===== config.mk =====
export PLATFORM = sky130hd
export DESIGN_NAME = effect_crossfade
export DESIGN_NICKNAME = d
export VERILOG_FILES = /design/src/rtl/effect_crossfade.sv
export SDC_FILE = /design/constraint.sdc
export NUM_CORES = 1
export LEC_CHECK = 0
export ABC_CLOCK_PERIOD_IN_PS = 8300
export CORE_MARGIN = 2
export CORE_UTILIZATION = 45
export DETAILED_ROUTE_END_ITERATION = 6
export DONT_BUFFER_PORTS = 1
export GPL_TIMING_DRIVEN = 0
export MAX_ROUTING_LAYER = met4
export PLACE_DENSITY = 0.66
export SLEW_MARGIN = 30
export SYNTH_ARGS = -nofsm -noshare
export SYNTH_HDL_FRONTEND = slang
export SYNTH_SLANG_ARGS = --single-unit

===== constraint.sdc =====
create_clock -name clk -period 8.3 [get_ports clk]
set_clock_uncertainty 0.15 [all_clocks]
set_input_delay 0.83 -clock clk [delete_from_list [all_inputs] [get_ports clk]]
set_output_delay 0.83 -clock clk [all_outputs]
set_load 0.005 [all_outputs]

===== src/rtl/effect_crossfade.sv =====
// Click-free dry/wet crossfader: debounced effect button drives a linear gain ramp
// of 2^FADE_LOG2 sample strobes; two-stage multiply/sum pipeline produces the mix.
module effect_crossfade #(
    parameter int FADE_LOG2       = 8,
    parameter int DEBOUNCE_CYCLES = 700000
) (
    input  logic        clk,
    input  logic        rst,
    input  logic        sample_strobe,
    input  logic [15:0] dry_in,
    input  logic [15:0] wet_in,
    input  logic        effect_button_n,
    output logic [15:0] sample_out,
    output logic        sample_valid,
    output logic        effect_active,
    output logic        fade_busy
);

    localparam int GW = FADE_LOG2 + 1;
    localparam int PW = 16 + FADE_LOG2 + 1;
    localparam int CW = (DEBOUNCE_CYCLES > 1) ? $clog2(DEBOUNCE_CYCLES) : 1;
    localparam logic [GW-1:0] G_MAX   = GW'(1 << FADE_LOG2);
    localparam logic [CW-1:0] CNT_END = CW'(DEBOUNCE_CYCLES - 1);

    typedef enum logic [1:0] {DRY, FADE_UP, WET, FADE_DOWN} state_t;

    logic          btn_s1_q, btn_s2_q;
    logic          active_q, active_d;
    logic [CW-1:0] cnt_q, cnt_d;
    logic          level;

    state_t        state_q;
    logic [GW-1:0] g_q;

    logic [PW-1:0] p_dry_q, p_wet_q;
    logic [PW-1:0] sum;
    logic [1:0]    vld_pipe_q;
    logic [15:0]   sample_q;

    // Button goes through two flops before anyone looks at it.
    always_ff @(posedge clk) begin
        if (rst) begin
            btn_s1_q <= 1'b1;
            btn_s2_q <= 1'b1;
        end else begin
            btn_s1_q <= effect_button_n;
            btn_s2_q <= btn_s1_q;
        end
    end

    assign level = ~btn_s2_q;

    always_comb begin
        active_d = active_q;
        cnt_d    = '0;
        if (level != active_q) begin
            if (cnt_q == CNT_END) begin
                active_d = level;
            end else begin
                cnt_d = cnt_q + 1'b1;
            end
        end
    end

    always_ff @(posedge clk) begin
        if (rst) begin
            active_q <= 1'b0;
            cnt_q    <= '0;
        end else begin
            active_q <= active_d;
            cnt_q    <= cnt_d;
        end
    end

    // Gain only moves on a strobe, one step at a time, so reversals never jump.
    always_ff @(posedge clk) begin
        if (rst) begin
            state_q <= DRY;
            g_q     <= '0;
        end else if (sample_strobe) begin
            case (state_q)
                DRY: begin
                    if (active_q) begin
                        state_q <= FADE_UP;
                        g_q     <= g_q + 1'b1;
                    end
                end
                FADE_UP: begin
                    if (active_q) begin
                        g_q <= g_q + 1'b1;
                        if (g_q + 1'b1 == G_MAX) state_q <= WET;
                    end else begin
                        g_q     <= g_q - 1'b1;
                        state_q <= (g_q == GW'(1)) ? DRY : FADE_DOWN;
                    end
                end
                WET: begin
                    if (!active_q) begin
                        state_q <= FADE_DOWN;
                        g_q     <= g_q - 1'b1;
                    end
                end
                FADE_DOWN: begin
                    if (!active_q) begin
                        g_q <= g_q - 1'b1;
                        if (g_q == GW'(1)) state_q <= DRY;
                    end else begin
                        g_q     <= g_q + 1'b1;
                        state_q <= (g_q + 1'b1 == G_MAX) ? WET : FADE_UP;
                    end
                end
                default: begin
                    state_q <= DRY;
                    g_q     <= '0;
                end
            endcase
        end
    end

    // Stage 1 weights with the pre-update gain; stage 2 sums and drops the fraction.
    always_ff @(posedge clk) begin
        if (rst) begin
            p_dry_q    <= '0;
            p_wet_q    <= '0;
            vld_pipe_q <= '0;
            sample_q   <= 16'h8000;
        end else begin
            vld_pipe_q <= {vld_pipe_q[0], sample_strobe};
            if (sample_strobe) begin
                p_dry_q <= PW'(dry_in) * PW'(G_MAX - g_q);
                p_wet_q <= PW'(wet_in) * PW'(g_q);
            end
            if (vld_pipe_q[0]) begin
                sample_q <= sum[FADE_LOG2 +: 16];
            end
        end
    end

    assign sum = p_dry_q + p_wet_q;

    logic unused_sum_bits;
    assign unused_sum_bits = ^{sum[PW-1], sum[FADE_LOG2-1:0]};

    assign sample_out    = sample_q;
    assign sample_valid  = vld_pipe_q[1];
    assign effect_active = active_q;
    assign fade_busy     = (state_q == FADE_UP) || (state_q == FADE_DOWN);

endmodule

==> results.py <==
metrics = {
    "timing": {
        "finalHoldViolCount": 0,
        "fmax_mhz": 127,
        "worst_slack_ps": 401,
        "slew_violations": 0,
        "fin_crit_ps": 7900,
        "finalSetupViolations": 0,
        "hold_slack_ps": 264,
        "tightest_slew_ps": 943,
        "rsz0062_at_grt": "no",
        "fin_crit_sh_pct": 95.2,
        "relSlewSlack_pct": 36.7,
    },
    "routing": {
        "routed_via_density": 5.18,
        "first_pass_iters": 7,
        "drtIter0Drc": 604,
        "wirelength_um": 33200,
        "drc": 0,
        "antenna_left": 0,
        "wire_per_inst_um": 15.9,
        "wl_met1_um": 15000,
        "routed.top_layer": "met4",
        "wl_met3_um": 1200,
        "met2_length_um": 16300,
        "dr_total_vias": 10800,
    },
    "power_and_ir_drop": {
        "p_total_w": 0.00108,
        "leakage_nw": 7.20,
        "combPwrFrac_pct": 16.1,
        "switchingPower_w": 0.000317,
        "power_density_nw_per_um2": 72.1,
        "seqPwrFrac_pct": 46.2,
        "p_sw_share_pct": 29.2,
        "clock_power_share_pct": 37.8,
        "cellInternalPower_w": 0.000767,
        "ir_worst_vdd_uv": 78.2,
    },
    "synthesis": {
        "synth_area_per_cell_um2": 8.51,
        "ys_types": 65,
        "synth_top_area_cell": "fa_1",
        "async_flop_share_pct": 0,
        "ys_seq_elements": 100,
        "yosysTopAreaCellShare_pct": 29.4,
        "synth_edf_count": 0,
        "synth.area.top_cells": "fa_1, dfxtp_1, ha_1",
        "syn_area_um2": 14200,
        "ys.flop_type": "dfxtp_1",
        "synth-seq-area-share_pct": 14.1,
        "yosysWarnings": 0,
        "synth_fp_nets": 2047,
        "synthCells": 1669,
    },
    "global_route": {
        "grt_pass1_vias": 11200,
        "antenna_found_initial": 0,
        "grt_max_degree": 18,
        "track_usage_pct": 21.8,
        "grt_overflow_total": 0,
        "grt_pass1_wl_um": 56500,
    },
    "cells_and_area": {
        "fin_cells": 2087,
        "fin_nets": 2058,
        "drive_gt1_share_pct": 3.03,
        "diodes": 0,
        "seq_area_um2": 2000,
        "fin_util_pct": 48.0,
        "syn2layout_area_growth_pct": 5.79,
        "multi_input_area_um2": 10900,
        "fill_cells": 3051,
    },
    "critical_path": {
        "cp-end-kind": "register",
        "ff2ff_path_depth": 24,
        "r2r_end": "p_dry_q[23]",
        "r2r_setup_slack_ps": 400,
        "worstSetupPathType": "reg -> reg",
        "cp.required_ps": 8420,
        "crit_arrival_ps": 8020,
        "cp-startpoint": "g_q[0]",
        "cp-start-kind": "register",
        "critical_path.max_fanout": 10,
        "timing.rr.start": "g_q[0]",
        "cp-endpoint": "p_dry_q[23]",
    },
    "floorplanning": {
        "io-pin-count": 55,
        "core-area_um2": 31300,
        "start_util_pct": 45.4,
        "dieArea_um2": 33000,
        "die_x_um": 182,
        "rows": 65,
        "die_h_um": 182,
    },
    "clock_network": {
        "clock_sinks": 100,
        "htree_levels": 3,
        "clk_pin_slew_ps": 80,
        "cts_max_path_buffers": 2,
        "hold_buffers": 0,
        "clock_latency_ps": 360,
        "root_buffer": "clkbuf_16",
        "cts_buffers": 9,
        "cts_tree": "done",
        "postCtsSetupRepairBufs": 0,
    },
    "flow_run": {
        "cap_violations": 0,
    },
    "placement": {
        "place_hpwl_um": 27600,
        "place_congestion": 0.899,
        "port_buffers": 0,
        "post-place-cells": 2071,
        "post-place-ws_ps": -64.3,
    },
    "min_path": {
        "hp-class": "reg -> reg",
    },
    "outcome": {
        "status": "complete, no violations",
    },
}
==> repair_timing <==
item	CTS	global route
cloned	0	0
setup endpoints to repair	3	5
resized for setup	3	4
pin swaps	0	0
==> flip-flops by register name, indices dropped and copies added (netlist names) <==
signal	flops
p_dry_q	24
p_wet_q	24
cnt_q	20
sample_out	16
g_q	9
state_q	2
vld_pipe_q	2
btn_s1_q	1
btn_s2_q	1
effect_active	1
==> cells in the final DEF, fill, tap and decap left out, drive strengths merged, types with 15 or more instances in the layout <==
| cell type | instances |
|---|---|
| fa | 209 |
| a211oi | 15 |
| nand2 | 226 |
| dfxtp | 100 |
| xor2 | 40 |
| clkbuf | 76 |
| and2 | 121 |
| mux2i | 33 |
| buf | 17 |
| nor2 | 100 |
| inv | 278 |
| nand2b | 16 |
| o21ai | 35 |
| ha | 133 |
| a21oi | 43 |
| xnor2 | 40 |
| nand3 | 28 |
| nor3 | 22 |
| a21o | 21 |
==> cell usage after synthesis (9+ instances only) <==
cell type / count
nand2_1: 226
nand3_1: 28
and3_1: 12
xor2_1: 40
a211oi_1: 12
a21o_1: 20
fa_1: 209
nor3_1: 21
buf_1: 17
xnor2_1: 40
and2_1: 121
mux2i_1: 33
or2_2: 12
nor2_1: 100
inv_1: 276
a21oi_1: 43
nand2b_1: 16
o21ai_0: 32
o22ai_1: 9
clkbuf_1: 64
dfxtp_1: 100
ha_1: 133
==> worst min-delay path by stage <==
stage,from,end,slack [ps],cells past startpoint
floorplan,btn_s1_q,btn_s2_q,240,1
global placement,btn_s1_q,btn_s2_q,240,1
detailed placement,btn_s1_q,btn_s2_q,250,1
CTS,btn_s1_q,btn_s2_q,260,1
global route,btn_s1_q,btn_s2_q,290,1
finish,btn_s1_q,btn_s2_q,260,1
==> worst max-delay path: stages, from the launching register on <==
cell and delay (ps):
dfxtp_1 360, clkbuf_1 450, clkbuf_2 380, inv_1 110
ha_1 280, nand2_1 140, nor3_1 90, xnor2_2 400
clkbuf_1 440, nand2_1 150, fa_1 550, inv_1 50
fa_1 480, fa_1 550, fa_1 560, inv_1 60
fa_1 530, inv_1 50, ha_1 340, inv_1 90
o41ai_2 600, a31oi_1 270, a221oi_2 320, xnor2_1 160
a211oi_1 250
==> through the flow <==
stage / TNS, ps / instance area (um^2)
after CTS: 0 / 15000
after detailed placement: -103 / 14700
after global placement: -8.20 / 14700
final: 0 / 15000
after floorplan: 0 / 14200
after global routing: 0 / 15000
==> power groups by stage <==
stage / registers, W / logic, W / clock network, W
final: 0.000501 / 0.000174 / 0.000409
after detailed placement: 0.000511 / 0.000173 / 0
after floorplan: 0.000508 / 0.000126 / 0
after global routing: 0.000502 / 0.000196 / 0.000432
after CTS: 0.000500 / 0.000176 / 0.000415
after global placement: 0.000511 / 0.000170 / 0
==> cell type report <==
cell class / instances / share of cell area [%]
multi-input cells: 1209 / 72.4
flip-flops and latches: 100 / 13.3
inverters: 277 / 6.92
well taps: 402 / 3.35
plain buffers: 83 / 2.11
clock buffers: 10 / 1.59
clock inverters: 6 / 0.316
==> routing by layer <==
metal / vias up / global-route usage [%]
met3: 39 / 2.35
met2: 195 / 37.4
met5: - / -
li1: 5256 / -
met1: 5321 / 27.7
met4: 0 / 5.27
==> logic make-up after synthesis <==
family / count (synthesis) / share of synthesized area [%]
and+or+nand+nor: 579 / 19.7
xor gates and xnor gates: 80 / 4.93
AOI/OAI and AO/OA: 175 / 8.31
buffers and inverters: 360 / 9.53
adders and majority gates: 342 / 41.2
DFF: 100 / 14.1
muxes: 33 / 2.32
(Power assumes the default switching activity.)
